File: src/rtl/pipe_ctrl.sv
// Hazard, forwarding and memory-wait controller for a classic 5-stage pipeline.
// Owns the stage-valid bits, the data-memory timeout FSM and two saturating performance counters.
module pipe_ctrl #(
    parameter int AW          = 5,
    parameter int FLUSH_DEPTH = 1,
    parameter int MEM_TIMEOUT = 255,
    parameter int CNT_W       = 16
) (
    input  logic             clock,
    input  logic             reset,
    input  logic             fetch_valid,
    input  logic [AW-1:0]    id_rs,
    input  logic [AW-1:0]    id_rt,
    input  logic             id_uses_rs,
    input  logic             id_uses_rt,
    input  logic             id_is_branch,
    input  logic             redirect,
    input  logic [AW-1:0]    ex_rs,
    input  logic [AW-1:0]    ex_rt,
    input  logic [AW-1:0]    ex_rd,
    input  logic             ex_regwrite,
    input  logic             ex_memread,
    input  logic [AW-1:0]    mem_rd,
    input  logic             mem_regwrite,
    input  logic             mem_memread,
    input  logic             mem_req,
    input  logic             dmem_ready,
    input  logic [AW-1:0]    wb_rd,
    input  logic             wb_regwrite,
    output logic             pc_hold,
    output logic             if_id_hold,
    output logic             if_id_flush,
    output logic             id_ex_hold,
    output logic             id_ex_flush,
    output logic             ex_mem_hold,
    output logic             mem_wb_flush,
    output logic [1:0]       fwd_a,
    output logic [1:0]       fwd_b,
    output logic             fwd_id_a,
    output logic             fwd_id_b,
    output logic             v_id,
    output logic             v_ex,
    output logic             v_mem,
    output logic             v_wb,
    output logic             halted,
    output logic [CNT_W-1:0] retired_cnt,
    output logic [CNT_W-1:0] stall_cnt
);

    localparam int WCW = (MEM_TIMEOUT < 2) ? 1 : $clog2(MEM_TIMEOUT + 1);
    localparam logic [WCW-1:0] WAIT_LAST = WCW'(MEM_TIMEOUT - 1);

    typedef enum logic [1:0] {RUN, MEM_WAIT, HALT} state_t;

    state_t           state_q, state_d;
    logic [WCW-1:0]   wait_cnt_q, wait_cnt_d;
    logic             halted_q, halted_d;
    logic             v_id_q, v_id_d, v_ex_q, v_ex_d, v_mem_q, v_mem_d, v_wb_q, v_wb_d;
    logic [CNT_W-1:0] retired_q, retired_d, stall_q, stall_d;

    logic load_use, branch_stall, mem_wait_run, mem_stall, hz_stall, redir_ok;
    logic flush_if, flush_ex;

    // Register 0 is hardwired, so it never creates a dependency.
    function automatic logic hit(input logic [AW-1:0] dst, input logic prod_ok,
                                 input logic [AW-1:0] src, input logic used);
        return (dst != '0) && prod_ok && used && (dst == src);
    endfunction

    always_comb begin
        load_use = hit(ex_rd, v_ex_q & ex_memread, id_rs, id_uses_rs)
                 | hit(ex_rd, v_ex_q & ex_memread, id_rt, id_uses_rt);
        branch_stall = (FLUSH_DEPTH == 1) && id_is_branch &&
                       (hit(ex_rd, v_ex_q & ex_regwrite, id_rs, id_uses_rs)
                      | hit(ex_rd, v_ex_q & ex_regwrite, id_rt, id_uses_rt)
                      | hit(mem_rd, v_mem_q & mem_memread, id_rs, id_uses_rs)
                      | hit(mem_rd, v_mem_q & mem_memread, id_rt, id_uses_rt));
        mem_wait_run = (state_q == RUN) && v_mem_q && mem_req && !dmem_ready;
        mem_stall    = (state_q == HALT) || mem_wait_run || ((state_q == MEM_WAIT) && !dmem_ready);
        hz_stall     = !mem_stall && (load_use || branch_stall);
        redir_ok     = !mem_stall && !hz_stall && redirect;
        flush_if     = redir_ok;
        flush_ex     = hz_stall || (redir_ok && (FLUSH_DEPTH == 2));
    end

    // Every control output is forced quiet while reset is held.
    always_comb begin
        pc_hold      = 1'b0;
        if_id_hold   = 1'b0;
        if_id_flush  = 1'b0;
        id_ex_hold   = 1'b0;
        id_ex_flush  = 1'b0;
        ex_mem_hold  = 1'b0;
        mem_wb_flush = 1'b0;
        fwd_a        = 2'd0;
        fwd_b        = 2'd0;
        fwd_id_a     = 1'b0;
        fwd_id_b     = 1'b0;
        if (reset) begin
            pc_hold      = mem_stall || hz_stall;
            if_id_hold   = mem_stall || hz_stall;
            if_id_flush  = flush_if;
            id_ex_hold   = mem_stall;
            id_ex_flush  = flush_ex;
            ex_mem_hold  = mem_stall;
            mem_wb_flush = mem_stall;
            if (hit(mem_rd, v_mem_q & mem_regwrite, ex_rs, 1'b1))
                fwd_a = 2'd2;
            else if (hit(wb_rd, v_wb_q & wb_regwrite, ex_rs, 1'b1))
                fwd_a = 2'd1;
            if (hit(mem_rd, v_mem_q & mem_regwrite, ex_rt, 1'b1))
                fwd_b = 2'd2;
            else if (hit(wb_rd, v_wb_q & wb_regwrite, ex_rt, 1'b1))
                fwd_b = 2'd1;
            fwd_id_a = hit(mem_rd, v_mem_q & mem_regwrite & ~mem_memread, id_rs, id_uses_rs);
            fwd_id_b = hit(mem_rd, v_mem_q & mem_regwrite & ~mem_memread, id_rt, id_uses_rt);
        end
    end

    always_comb begin
        state_d    = state_q;
        wait_cnt_d = wait_cnt_q;
        halted_d   = halted_q;
        case (state_q)
            RUN: begin
                if (mem_wait_run) begin
                    state_d    = MEM_WAIT;
                    wait_cnt_d = '0;
                end
            end
            MEM_WAIT: begin
                if (dmem_ready) begin
                    state_d = RUN;
                end else if (wait_cnt_q == WAIT_LAST) begin
                    state_d  = HALT;
                    halted_d = 1'b1;
                end else begin
                    wait_cnt_d = wait_cnt_q + 1'b1;
                end
            end
            HALT: begin
                state_d  = HALT;
                halted_d = 1'b1;
            end
            default: state_d = RUN;
        endcase

        if (mem_stall) begin
            v_id_d  = v_id_q;
            v_ex_d  = v_ex_q;
            v_mem_d = v_mem_q;
            v_wb_d  = 1'b0;
        end else if (hz_stall) begin
            v_id_d  = v_id_q;
            v_ex_d  = 1'b0;
            v_mem_d = v_ex_q;
            v_wb_d  = v_mem_q;
        end else begin
            v_id_d  = fetch_valid && !flush_if;
            v_ex_d  = v_id_q && !flush_ex;
            v_mem_d = v_ex_q;
            v_wb_d  = v_mem_q;
        end

        retired_d = retired_q;
        if (v_wb_q && (state_q != HALT) && (retired_q != '1))
            retired_d = retired_q + 1'b1;
        stall_d = stall_q;
        if ((mem_stall || hz_stall) && (state_q != HALT) && (stall_q != '1))
            stall_d = stall_q + 1'b1;
    end

    always_ff @(posedge clock or negedge reset) begin
        if (!reset) begin
            state_q    <= RUN;
            wait_cnt_q <= '0;
            halted_q   <= 1'b0;
            v_id_q     <= 1'b0;
            v_ex_q     <= 1'b0;
            v_mem_q    <= 1'b0;
            v_wb_q     <= 1'b0;
            retired_q  <= '0;
            stall_q    <= '0;
        end else begin
            state_q    <= state_d;
            wait_cnt_q <= wait_cnt_d;
            halted_q   <= halted_d;
            v_id_q     <= v_id_d;
            v_ex_q     <= v_ex_d;
            v_mem_q    <= v_mem_d;
            v_wb_q     <= v_wb_d;
            retired_q  <= retired_d;
            stall_q    <= stall_d;
        end
    end

    assign v_id        = v_id_q;
    assign v_ex        = v_ex_q;
    assign v_mem       = v_mem_q;
    assign v_wb        = v_wb_q;
    assign halted      = halted_q;
    assign retired_cnt = retired_q;
    assign stall_cnt   = stall_q;

endmodule
File: config.mk
export PLATFORM = sky130hd
export DESIGN_NAME = pipe_ctrl
export DESIGN_NICKNAME = d
export VERILOG_FILES = /design/src/rtl/pipe_ctrl.sv
export SDC_FILE = /design/constraint.sdc
export NUM_CORES = 1
export LEC_CHECK = 0
export CORE_AREA = 3 3 72 91
export DETAILED_ROUTE_END_ITERATION = 10
export DIE_AREA = 0 0 75 94
export PLACE_DENSITY = 0.86
export SYNTH_ARGS = -nofsm -noshare
export SYNTH_HDL_FRONTEND = slang
export SYNTH_SLANG_ARGS = --single-unit
File: constraint.sdc
create_clock -name clock -period 5.74 [get_ports clock]
set_input_delay 1.722 -clock clock [delete_from_list [all_inputs] [get_ports clock]]
set_output_delay 1.722 -clock clock [all_outputs]
set_load 0.01 [all_outputs]
==> results of run 1 <==
==> kinds of logic (layout without fill, tap and decap cells) <==
logic type	after synthesis	in the layout
xor+xnor	76	76
mux	3	3
flops	47	47
buf+inv	18	126
compound gates	14	14
simple gates	112	112
fa+ha+maj	4	4
==> layout make-up <==
class / count / area share [%]
multi-input combinational: 209 / 37.9
sequential: 47 / 29.5
timing repair buffer: 113 / 27.3
tap: 66 / 2.07
clock buffer: 5 / 1.73
clock inverter: 2 / 0.941
inverter: 6 / 0.565
==> worst reg2reg max path: stages, from the launching register on <==
cell	delay [ns]
dfrtp_1	0.44
and3_1	0.22
and2_1	0.18
and3_2	0.23
and3_2	0.24
a311oi_4	0.68
mux2_2	0.41
==> repair_timing <==
item | in CTS | in global routing
endpoints found under the hold margin | 0 | 0
setup endpoints to repair | 4 | 3
gates resized for setup | 4 | 3
pin swaps | 1 | 1
setup buffers | 0 | 1
==> cell usage after synthesis (4+ instances only) <==
| master | count | area (um2) |
|---|---|---|
| dfrtp_1 | 47 | 1180 |
| and2_1 | 6 | 37.5 |
| nor3_1 | 5 | 25.0 |
| xor2_1 | 25 | 219 |
| ha_1 | 4 | 50.1 |
| buf_4 | 5 | 37.5 |
| nand2_1 | 21 | 78.8 |
| inv_1 | 6 | 22.5 |
| nand4_1 | 16 | 100 |
| xnor2_1 | 51 | 447 |
| buf_6 | 4 | 45.0 |
| nor2_1 | 18 | 67.6 |
| and3_1 | 5 | 31.3 |
| nand3_1 | 16 | 80.1 |
==> power by group through the flow <==
stage	Clock [mW]	Combinational, mW	Sequential, mW
floorplan	0	0.223	0.476
global placement	0	0.430	0.468
detailed placement	0	0.443	0.470
CTS	0.241	0.444	0.465
global route	0.257	0.478	0.476
finish	0.237	0.438	0.464
==> routing by layer <==
metal | wire length (um) | up-vias | track usage, %
li1 | - | 1146 | -
met1 | 2910 | 1117 | 22.3
met2 | 3500 | 102 | 37.2
met3 | 642 | 12 | 5.78
met4 | 133 | 0 | 6.68
met5 | 0 | - | 0
==> registers in the layout, summed over array words and instances (netlist names) <==
register,count
stall_cnt,16
v_mem,1
v_wb,1
v_id,1
retired_cnt,16
wait_cnt_q,8
state_q,2
v_ex,1
halted,1
==> stage by stage <==
step                      util (%)  instance area (um2)  total power, mW  cells
final                         69.0                 3990             1.14    448
after detailed placement      66.9                 3870            0.913    440
after global routing          69.0                 3990             1.21    448
after floorplan                  -                 2800            0.700    274
after global placement        66.9                 3870            0.897    440
after CTS                     68.8                 3980             1.15    447
==> worst paths after layout <==
check,start,to,slack [ns],cells past startpoint
worst min register to register,halted$_DFFE_PN0P_,halted$_DFFE_PN0P_,0.49,1
worst max-delay path,mem_rd[1],id_ex_flush,0.08,9
max in group asynchronous,reset,stall_cnt[10]$_DFFE_PN0P_,3.82,2
worst min-delay path,halted$_DFFE_PN0P_,halted$_DFFE_PN0P_,0.49,1
min in group asynchronous,reset,retired_cnt[3]$_DFFE_PN0P_,1.30,1
worst max register to register,stall_cnt[7]$_DFFE_PN0P_,stall_cnt[1]$_DFFE_PN0P_,3.24,6
==> run metrics, run 1 <==
Hold-fix buffers, CTS=0; Synth Area in Compound Gates=under 10%; Worst-Skew Late Latency=0.30 ns; Slew HR=between 50% and 60%; Final Cycle Share=between 90% and 100%; Die Ht=approximately 94 um; Initial Utilization=around 48%; clock period minus worst slack=approximately 5.7 ns; htree depth=2; Worst Max-Slew Pin Slew=around 0.7 ns; TritonCTS Sinks=47; Via density=roughly 5.3; switching power=~0.38 mW; Clk Tree Root Cell=clkbuf_8; largest net degree at the start of global routing=27; Seq pwr share=40.8%; fraction of the yosys area taken by sequential cells=a little over two fifths; first-pass GRT wire length=11.0 mm; Comb power frac=38.5%; Synth Area in Adders=roughly 1.8%; Max IR drop VDD=303 uV; Post-Synth XOR/XNOR Area=about a quarter; final wirelength=7.19 mm; global route overflow=0; critical path buffer and inverter count=3; Die X-Extent=between 70 and 80 um; outcome=complete, no violations; CP cell instances=clkdlybuf4s50_1 -> buf_4 -> xor2_1 -> nor4_1 -> and3_1 -> nor2_1 -> o21ai_1 -> and3_1 -> clkdlybuf4s50_1; multiplexer area fraction after synthesis=under 10%; critical path peak fanout=4; clock buffer depth=2; share of cells above drive strength 1=11.3%; routability cong.=0.981; Post-Synth Simple-Gate Area=22.1%; Final Hold Vio Count=0; via count=roughly 2400; CP Class=in2out; Net count, final=about 440; setup TNS=0 ns; RSZ-0062 raised after global routing=no; Setup violations, final=0; Power Density=286 nW/um2; Max Cap Violations=0; synthesized instance count=about 270; Iter 0 DRT Violations=56; Leakage=1.65 nW; post-route ant nets=0; initial antenna violation count=0; ys flop type=dfrtp_1; clk slew on worst S/H paths=0.08 ns; dpl hpwl=between 5 and 6 mm; Slew Limit Fails=0; core footprint=just under 6000 um2; largest stage delay on the critical path=~0.54 ns; Int Pwr=0.757 mW; Critical Path End Type=output pin; Syn-to-layout area delta=42.5%; Min Hold Slack=0.491 ns; WP data arrival=between 3 and 4 ns; antenna cells=0; CP max stage cell=clkdlybuf4s50_1; Worst setup SP type=input port; worst path required time=around 4 ns; Net Count, Synth=327; Row Count=31; area of the multi-input gates=1510 um2; IO Count=around 100; Sw Ratio=between 30 and 40%; DRC=0; # port buffers=98; Post-synth ARST share=100%; syn_area_per_cell=a little over 10 um2; CP top delay family=buffers and inverters; pre-CTS setup slack=-0.0455 ns; Synth Register Bits=47; largest family of logic cells by synthesized area=XOR/XNOR gates; Post-Syn Area=roughly 2800 um2; GRT Total Usage=roughly 21%; Post-synth EDFFs=0; YS warnings=0; vias in the first global route=approximately 2500; Clock power frac=a little over a fifth; DIE AREA=7050 um2; first-pass iteration count of the detailed router=4; worst min-delay path category=reg2reg; CTS tree=built; wire length per cell=16.1 um; commonest non-fill, non-tap cell in the layout=clkdlybuf4s50_1; register area=approximately 1200 um2; commonest cells after routing, fill and taps aside=92 x clkdlybuf4s50_1, 51 x xnor2_1, 47 x dfrtp_1; count of different cell masters after synthesis=between 40 and 50; CTS buffer count=5; Max Fclk=177 MHz; final setup margin=between 0.08 and 0.09 ns; final setup skew=0.00817 ns; Fillers=roughly 450
No activity file was read; power rests on OpenSTA's default activity.
==> inputs of run 2 (changes only) <==
--- a/config.mk
+++ b/config.mk
@@ -9,6 +9,7 @@
 export DETAILED_ROUTE_END_ITERATION = 10
 export DIE_AREA = 0 0 75 94
 export PLACE_DENSITY = 0.86
+export SLEW_MARGIN = 10
 export SYNTH_ARGS = -nofsm -noshare
 export SYNTH_HDL_FRONTEND = slang
 export SYNTH_SLANG_ARGS = --single-unit
==> results of run 2 <==
Same layout as run 1: the final DEF is identical, and so are final timing and power.
==> inputs of run 3 (changes only) <==
--- a/config.mk
+++ b/config.mk
@@ -5,9 +5,11 @@
 export SDC_FILE = /design/constraint.sdc
 export NUM_CORES = 1
 export LEC_CHECK = 0
-export CORE_AREA = 3 3 72 91
+export CELL_PAD_IN_SITES_DETAIL_PLACEMENT = 0
+export CELL_PAD_IN_SITES_GLOBAL_PLACEMENT = 2
+export CORE_AREA = 3 3 92 116
 export DETAILED_ROUTE_END_ITERATION = 10
-export DIE_AREA = 0 0 75 94
+export DIE_AREA = 0 0 95 119
 export PLACE_DENSITY = 0.86
 export SLEW_MARGIN = 10
 export SYNTH_ARGS = -nofsm -noshare
==> run metrics, run 3 (synthesis gave the netlist of run 1 again) <==
outcome=complete, no violations; Non-Filler Instances=514 (+15%); vias in the first global route=2523 (+1.2%); Min Hold Slack=0.483 ns (-0.00718 ns); Total Power=1.23 mW (+7.9%); clk slew on worst S/H paths=0.06 ns (-0.02 ns); final setup skew=0.00714 ns (-0.00103 ns); final setup margin=0.136 ns (+0.0554 ns); Max Cap Violations=0 (unchanged); CTS buffer count=5 (unchanged); Iter 0 DRT Violations=83 (+48%); final wirelength=7.36 mm (+2.4%); WP data arrival=3.88 ns (-0.06 ns); via count=2321 (-2.4%); antenna cells=0 (unchanged); Power Density=295 nW/um2 (+3.1%); worst min-delay path category=reg2reg; post-layout util=43.2% (-26 points); pre-CTS setup slack=-0.0199 ns (+0.0256 ns); Worst setup SP type=input port; Max Fclk=178 MHz (+0.99%); Syn-to-layout area delta=49.1%; dpl hpwl=5.82 mm (+2.0%); Die Ht=119 um (+27%); Initial Utilization=29.0% (-19 points); first-pass GRT wire length=12.3 mm (+11%); clock buffer depth=2 (unchanged); CP Class=in2out; share of cells above drive strength 1=12.6% (+1.4 points); # port buffers=98 (unchanged); Max IR drop VDD=191 uV (-37%); Worst Max-Slew Pin Slew=0.775 ns (+0.0570 ns); Die X-Extent=95 um (+27%); initial antenna violation count=0 (unchanged); global route overflow=0 (unchanged); Setup violations, final=0 (unchanged); DRC=0 (unchanged); Final Instance Area=4170 um2 (+4.6%); Row Count=40 (+29%); wire length per cell=14.3 um (-11%); Final Cycle Share=97.6% (-0.97 points); largest net degree at the start of global routing=26 (-3.7%); RSZ-0062 raised after global routing=yes; setup TNS=0 ns (unchanged); CTS tree=built; commonest non-fill, non-tap cell in the layout=clkdlybuf4s50_1; routability cong.=0.791 (-19%); Via density=4.52 (-15%); # placed instances=506 (+15%); IO Count=99 (unchanged); Worst-Skew Late Latency=0.28 ns (-0.02 ns); critical path peak fanout=4 (unchanged); Final Hold Vio Count=0 (unchanged); GRT Total Usage=13.5% (-7.0 points); Post CTS Setup Buffer Count=0 (unchanged); commonest cells after routing, fill and taps aside=91 x clkdlybuf4s50_1, 51 x xnor2_1, 47 x dfrtp_1; Critical Path End Type=output pin; core footprint=9660 um2 (+67%); Fillers=948 (+110%); htree depth=2 (unchanged); Net count, final=440 (+1.1%); Area after DPL=3990 um2 (+3.1%); post-route ant nets=0 (unchanged); clock period minus worst slack=5.60 ns (-0.0554 ns); worst path required time=4.02 ns (about the same); Slew HR=48.3% (-3.8 points); TritonCTS Sinks=47 (unchanged); Leakage=1.76 nW (+6.3%); Clk Tree Root Cell=clkbuf_16; first-pass iteration count of the detailed router=4 (unchanged); DIE AREA=11300 um2 (+60%); Slew Limit Fails=0 (unchanged); Hold-fix buffers, CTS=0 (unchanged)
## run 3: area by class of cell
cell class / count / area, um2 / area share (%)
Clock inverter: 3 / 43.8 / 1.05
Timing Repair Buffer: 118 / 1140 / 27.2
Tap cell: 126 / 158 / 3.78
Inverter: 6 / 22.5 / 0.540
Multi-Input combinational cell: 209 / 1510 / 36.2
Sequential cell: 47 / 1180 / 28.2
Clock buffer: 5 / 125 / 3.00
## run 3: final timing paths
kind                            depth (start not counted)  slack [ns]                     start                   endpoint
worst max-delay path                                    9        0.14                 mem_rd[1]                id_ex_flush
worst min-delay path                                    1        0.48        halted$_DFFE_PN0P_         halted$_DFFE_PN0P_
worst max register to register                          6        3.23  stall_cnt[7]$_DFFE_PN0P_   stall_cnt[1]$_DFFE_PN0P_
worst min register to register                          1        0.48        halted$_DFFE_PN0P_         halted$_DFFE_PN0P_
max in group asynchronous                               2        3.81                     reset  stall_cnt[15]$_DFFE_PN0P_
min in group asynchronous                               1        1.30                     reset           v_ex$_DFFE_PN0N_
## run 3: worst max-delay path: stages
cell and delay [ns]:
clkdlybuf4s50_1 0.42, buf_4 0.17, xor2_1 0.15, nor4_1 0.23, and3_1 0.20, nor2_1 0.07
o21ai_1 0.19, and3_1 0.17, clkdlybuf4s50_1 0.55
## run 3: where the power goes
part	switching [mW]	internal, mW	total, mW	leakage [nW]
Sequential	0.0744	0.391	0.465	0.628
Clock	0.124	0.205	0.329	0.0838
Combinational	0.193	0.242	0.435	1.05
Total	0.392	0.838	1.23	1.76
## run 3: layer usage
| layer | up-vias | global-route usage [%] | part of all wire (%) |
|---|---|---|---|
| li1 | 1160 | - | - |
| met2 | 75 | 21.5 | 45 |
| met3 | 6 | 4.17 | 8.4 |
| met4 | 0 | 3.43 | 0.95 |
| met1 | 1080 | 17.7 | 45 |
| met5 | - | 0 | 0 |
## run 3: repair_timing
item                                    in CTS  in global routing
endpoints found under the setup margin       4                  7
pin swaps                                    1                  1
resized for setup                            2                  6
